[src/rtl/mux_nway_arb_if.sv]
`default_nettype none
// mux_nway_arb_if: producer-side channel bundle plus consumer-side output handshake.
// Revision 1.0
interface mux_nway_arb_if #(
  parameter int WIDTH    = 16,
  parameter int CHANNELS = 8
);
  localparam int SEL_W = $clog2(CHANNELS);

  logic                      rr_en;
  logic [SEL_W-1:0]          s;
  logic [CHANNELS*WIDTH-1:0] in_data;
  logic [CHANNELS-1:0]       in_valid;
  logic [CHANNELS-1:0]       in_ready;
  logic [WIDTH-1:0]          y;
  logic                      y_valid;
  logic                      y_ready;
  logic [SEL_W-1:0]          grant;

  modport master (
    output rr_en, s, in_data, in_valid, y_ready,
    input  in_ready, y, y_valid, grant
  );

  modport slave (
    input  rr_en, s, in_data, in_valid, y_ready,
    output in_ready, y, y_valid, grant
  );
endinterface
`default_nettype wire

[src/rtl/mux_nway_arb.sv]
`default_nettype none
// mux_nway_arb: registered N-way mux, fixed-select or round-robin, valid/ready on both sides.
// Revision 1.0
module mux_nway_arb #(
  parameter int WIDTH    = 16,
  parameter int CHANNELS = 8
) (
  input logic          clk,
  input logic          rst_n,
  mux_nway_arb_if.slave bus
);
  localparam int SEL_W = $clog2(CHANNELS);

  logic [SEL_W-1:0] ptr;
  logic [SEL_W-1:0] rr_win;
  logic [SEL_W-1:0] scan_idx;
  logic             rr_found;
  logic [SEL_W-1:0] win;
  logic             cand;
  logic             load;
  logic             take;
  logic [WIDTH-1:0] win_word;

  logic [WIDTH-1:0] y_q;
  logic             y_valid_q;
  logic [SEL_W-1:0] grant_q;

  assign load = !y_valid_q || bus.y_ready;

  // Scan from the highest offset down so the lowest offset from ptr wins.
  always_comb begin
    rr_found = 1'b0;
    rr_win   = '0;
    scan_idx = '0;
    for (int k = CHANNELS - 1; k >= 0; k--) begin
      scan_idx = ptr + SEL_W'(k);
      if (bus.in_valid[scan_idx]) begin
        rr_found = 1'b1;
        rr_win   = scan_idx;
      end
    end
  end

  assign cand     = bus.rr_en ? rr_found : bus.in_valid[bus.s];
  assign win      = bus.rr_en ? rr_win : bus.s;
  assign take     = load && cand;
  assign win_word = bus.in_data[win*WIDTH +: WIDTH];

  assign bus.in_ready = take ? ({{(CHANNELS-1){1'b0}}, 1'b1} << win) : '0;

  always_ff @(posedge clk or negedge rst_n) begin
    if (!rst_n) begin
      y_q       <= '0;
      y_valid_q <= 1'b0;
      grant_q   <= '0;
      ptr       <= '0;
    end else if (load) begin
      y_valid_q <= cand;
      if (cand) begin
        y_q     <= win_word;
        grant_q <= win;
        if (bus.rr_en) begin
          ptr <= win + SEL_W'(1);
        end
      end
    end
  end

  assign bus.y       = y_q;
  assign bus.y_valid = y_valid_q;
  assign bus.grant   = grant_q;
endmodule
`default_nettype wire

[src/flat_wrapper.sv]
// flat-port wrapper written by rule: the top's interface ports become plain ports
module mux_nway_arb_flat 
#(
  parameter int WIDTH    = 16,
  parameter int CHANNELS = 8
)
  (clk, rst_n, bus_rr_en, bus_s, bus_in_data, bus_in_valid, bus_y_ready, bus_in_ready, bus_y, bus_y_valid, bus_grant);
  mux_nway_arb_if #(.WIDTH(WIDTH), .CHANNELS(CHANNELS)) bus_i ();
  input logic clk;
  input logic rst_n;
  input wire logic [$bits(bus_i.rr_en)-1:0] bus_rr_en;
  input wire logic [$bits(bus_i.s)-1:0] bus_s;
  input wire logic [$bits(bus_i.in_data)-1:0] bus_in_data;
  input wire logic [$bits(bus_i.in_valid)-1:0] bus_in_valid;
  input wire logic [$bits(bus_i.y_ready)-1:0] bus_y_ready;
  output wire logic [$bits(bus_i.in_ready)-1:0] bus_in_ready;
  output wire logic [$bits(bus_i.y)-1:0] bus_y;
  output wire logic [$bits(bus_i.y_valid)-1:0] bus_y_valid;
  output wire logic [$bits(bus_i.grant)-1:0] bus_grant;
  assign bus_i.rr_en = bus_rr_en;
  assign bus_i.s = bus_s;
  assign bus_i.in_data = bus_in_data;
  assign bus_i.in_valid = bus_in_valid;
  assign bus_i.y_ready = bus_y_ready;
  assign bus_in_ready = bus_i.in_ready;
  assign bus_y = bus_i.y;
  assign bus_y_valid = bus_i.y_valid;
  assign bus_grant = bus_i.grant;
  mux_nway_arb #(.WIDTH(WIDTH), .CHANNELS(CHANNELS)) u_core (.clk(clk), .rst_n(rst_n), .bus(bus_i));
endmodule
[config.mk]
export PLATFORM = sky130hd
export DESIGN_NAME = mux_nway_arb_flat
export DESIGN_NICKNAME = d
export VERILOG_FILES = /design/src/rtl/mux_nway_arb_if.sv /design/src/rtl/mux_nway_arb.sv /design/src/flat_wrapper.sv
export SDC_FILE = /design/constraint.sdc
export NUM_CORES = 1
export LEC_CHECK = 0
export ABC_CLOCK_PERIOD_IN_PS = 9100
export CAP_MARGIN = 30
export CORE_MARGIN = 3
export CORE_UTILIZATION = 48
export DETAILED_ROUTE_END_ITERATION = 8
export PLACE_DENSITY = 0.89
export SYNTH_ARGS = -nofsm -noshare
export SYNTH_HDL_FRONTEND = slang
export SYNTH_SLANG_ARGS = --single-unit
[constraint.sdc]
create_clock -name clk -period 9.1 [get_ports clk]
set_input_delay 0.91 -clock clk [delete_from_list [all_inputs] [get_ports clk]]
set_output_delay 0.91 -clock clk [all_outputs]
set_load 0.01 [all_outputs]
==> impl_metrics.py <==
metrics = {
    "sta": {
        "slew_headroom": 0.382,
        "tightest_slew_ps": 925,
        "hold_viol": 0,
        "clock_skew_ps": 8.22,
        "layout_setup_ws_ps": 3050,
        "post-route-min-period_ps": 6050,
        "finalCritPeriodShare": 0.664,
        "setup_viol": 0,
        "slew_viol_final": 0,
        "fin_setup_tns_ps": 0,
        "rsz0062_at_grt": "false",
        "fmax_mhz": 165,
    },
    "hold_path": {
        "hold_path.class": "flip-flop to flip-flop",
        "min_from": "u_core.bus.grant[2]$_DFFE_PN0P_",
    },
    "worst_setup_path": {
        "worstPathRequired_ps": 8190,
        "critPathLaunchType": "flip-flop",
        "cp_data_arrival_time_ps": 5140,
        "critPathKind": "flip-flop to primary output",
        "reg2reg_to": "u_core.bus.y[5]$_DFFE_PN0P_",
        "regToRegSetupSlack_ps": 3990,
        "worstSetupStartpoint": "u_core.ptr[0]$_DFFE_PN0P_",
        "cp_max_fo": 22,
        "cp-end-kind": "primary output",
        "rr_worst_depth": 12,
        "reg2reg_from": "u_core.ptr[0]$_DFFE_PN0P_",
        "endpoint": "bus_in_ready[5]",
    },
    "cts": {
        "cts_root_buf": "clkbuf_8",
        "cts.sinks": 23,
        "cts_buffer_depth": 2,
        "clk_pin_slew_ps": 80,
        "h-tree-depth": 1,
        "cts_made_buffers": 3,
        "clk_latency_ps": 280,
        "cts_tree": "yes",
        "ctsHoldBuffers": 0,
        "cts_resized": 0,
        "postCtsSetupBuffers": 0,
    },
    "layout": {
        "final_common_cell": "clkdlybuf4s50_1",
        "utilization": 0.719,
        "synthToLayoutAreaGrowth_pct": 41.5,
        "final_layout_size_suffix_gt1_frac": 0.0904,
        "fin_nets": 822,
        "diodes": 0,
        "final_cell_mix": "170 x clkdlybuf4s50_1, 101 x nand2_1, 45 x nor2_1, 35 x a21oi_1, 35 x a31oi_1",
    },
    "yosys": {
        "ys_types": 56,
        "yosys_register_bits": 23,
        "synth_top_area_share": 0.143,
        "synth_cells": 547,
        "synth_edf_count": 0,
        "synth_area_leaders": "dfrtp_1 14%, mux4_2 11%, nand2_1 9.4%, a31oi_1 5.4%, a21oi_1 4.4%",
        "yosysWarnings": 0,
        "synthArstFlopShare": 1.00,
        "seq_area_frac_synth": 0.143,
        "synthesis.nets": 693,
        "netlist_area_mm2": 0.00403,
        "synth_area_leader_cell": "dfrtp_1",
        "synthFlopType": "dfrtp_1",
        "syn_area_per_cell_um2": 7.36,
    },
    "floorplan": {
        "die_area_mm2": 0.00952,
        "core_mm2": 0.00793,
        "io_pins": 171,
        "chipHeight_um": 97.6,
        "start_util": 0.508,
        "die_x_um": 97.6,
        "num_rows": 32,
    },
    "run_status": {
        "status": "completed",
    },
    "placed_design": {
        "dp_hpwl_um": 12100,
        "numPortBuffers": 170,
        "finalWeightedCongestion": 1.01,
        "place_ws_ps": 3240,
    },
    "global_route": {
        "use_met1": 0.428,
        "grt_overflow_total": 0,
        "grtUsageMet2": 0.485,
        "grt_pass1_vias": 4693,
        "grt_max_degree": 67,
        "grtUsageMet3": 0.0646,
        "grt.busiest_layer": "met2",
        "antenna_found_initial": 0,
        "grt_usage": 0.317,
        "grt_pass1_wl_um": 24800,
    },
    "pwr": {
        "peakVddDrop_mv": 0.173,
        "p_leak_nw": 2.26,
        "power_mw": 1.70,
        "power_density_mw_per_mm2": 299,
    },
    "route": {
        "drt-pass1-iter-count": 5,
        "post-route-drc-count": 0,
        "drt_iter0_drc": 639,
        "totalWireLength_um": 15900,
        "via_per_inst": 6.49,
        "num_vias": 5041,
        "routedWlPerCell_um": 20.4,
        "antenna_left": 0,
    },
    "job": {
        "maxCapViolCount": 0,
    },
}
-- metrics by stage --
step           area [um2]  hold WS [ps]  std cells
6_report             5700           487        777
5_1_grt              5700           526        777
4_1_cts              5700           489        777
3_5_place_dp         5650           469        773
3_3_place_gp         5620           469        771
2_1_floorplan        4030           515        547
-- critical path, stage by stage (launching register included) --
cell             delay (ps)
dfrtp_1                 910
inv_1                   170
ha_1                    530
inv_2                   260
mux4_2                  530
a32oi_1                 230
o31ai_1                 110
o21ai_1                 240
nand2_1                 480
or2_2                   630
nor3_1                  200
clkdlybuf4s50_1         570
-- power by group --
group | total (mW) | internal, mW | leakage, nW | switching (mW)
Sequential | 0.215 | 0.151 | 0.279 | 0.0644
Clock | 0.0683 | 0.0314 | 0.0228 | 0.0369
Combinational | 1.42 | 0.619 | 1.96 | 0.801
-- cell families after synthesis --
kind of cell             share of synthesized area
adder cells (fa/ha/maj)                    0.00932
AND/OR/NAND/NOR                              0.276
AO/OA/AOI/OAI                                0.313
multiplexers                                 0.160
flip-flops                                   0.143
XOR/XNOR                                    0.0127
buffers and inverters                       0.0870
-- sequential cells by signal (all words and copies together) (netlist names) --
register / flops
u_core.bus.y: 16
u_core.bus.grant: 3
u_core.ptr: 3
u_core.bus.y_valid: 1
-- final cells by class --
class	count	area (um2)
clock buffer	4	45.0
fill	627	2230
inverter	6	22.5
multi-input combinational	462	3130
sequential	23	576
tap	102	128
timing repair buffer	180	1800
-- how the worst min path moves through the flow --
stage / endpoint / depth (start not counted)
after global placement: u_core.bus.grant[2]$_DFFE_PN0P_ / 2
after floorplan: u_core.bus.grant[2]$_DFFE_PN0P_ / 2
final: u_core.bus.grant[2]$_DFFE_PN0P_ / 2
after detailed placement: u_core.bus.grant[2]$_DFFE_PN0P_ / 2
after CTS: u_core.bus.grant[2]$_DFFE_PN0P_ / 2
after global routing: u_core.bus.grant[2]$_DFFE_PN0P_ / 2
-- Yosys cell counts, types with 2 or more instances --
| library cell | number |
|---|---|
| a211oi_1 | 14 |
| o22ai_1 | 2 |
| nand2b_1 | 3 |
| xnor2_1 | 2 |
| a211o_1 | 16 |
| a32oi_1 | 2 |
| dfrtp_1 | 23 |
| nor4_2 | 10 |
| a21o_1 | 2 |
| a22o_1 | 16 |
| and3_1 | 18 |
| nor4_1 | 6 |
| mux2_2 | 6 |
| o221ai_1 | 2 |
| a22oi_1 | 17 |
| buf_2 | 15 |
| ha_1 | 3 |
| buf_6 | 10 |
| and2_1 | 18 |
| a21oi_1 | 35 |
| nand2_1 | 101 |
| inv_1 | 4 |
| mux2_1 | 2 |
| o2111ai_1 | 2 |
| nand3_1 | 19 |
| nor2_1 | 46 |
| o21ai_0 | 26 |
| clkbuf_1 | 23 |
| buf_4 | 6 |
| a211oi_2 | 2 |
| a31oi_1 | 35 |
| nor3_1 | 6 |
| xor2_1 | 2 |
| o21ai_1 | 2 |
| nor2b_1 | 2 |
| mux2i_1 | 11 |
| mux4_2 | 19 |
-- routing by layer --
metal  vias to the layer above  share of wire
li1                       2321              -
met2                       395           0.45
met4                         0          0.046
met5                         -              0
met1                      2276           0.39
met3                        49           0.12
Note: power is estimated with default switching activity, not from simulation.
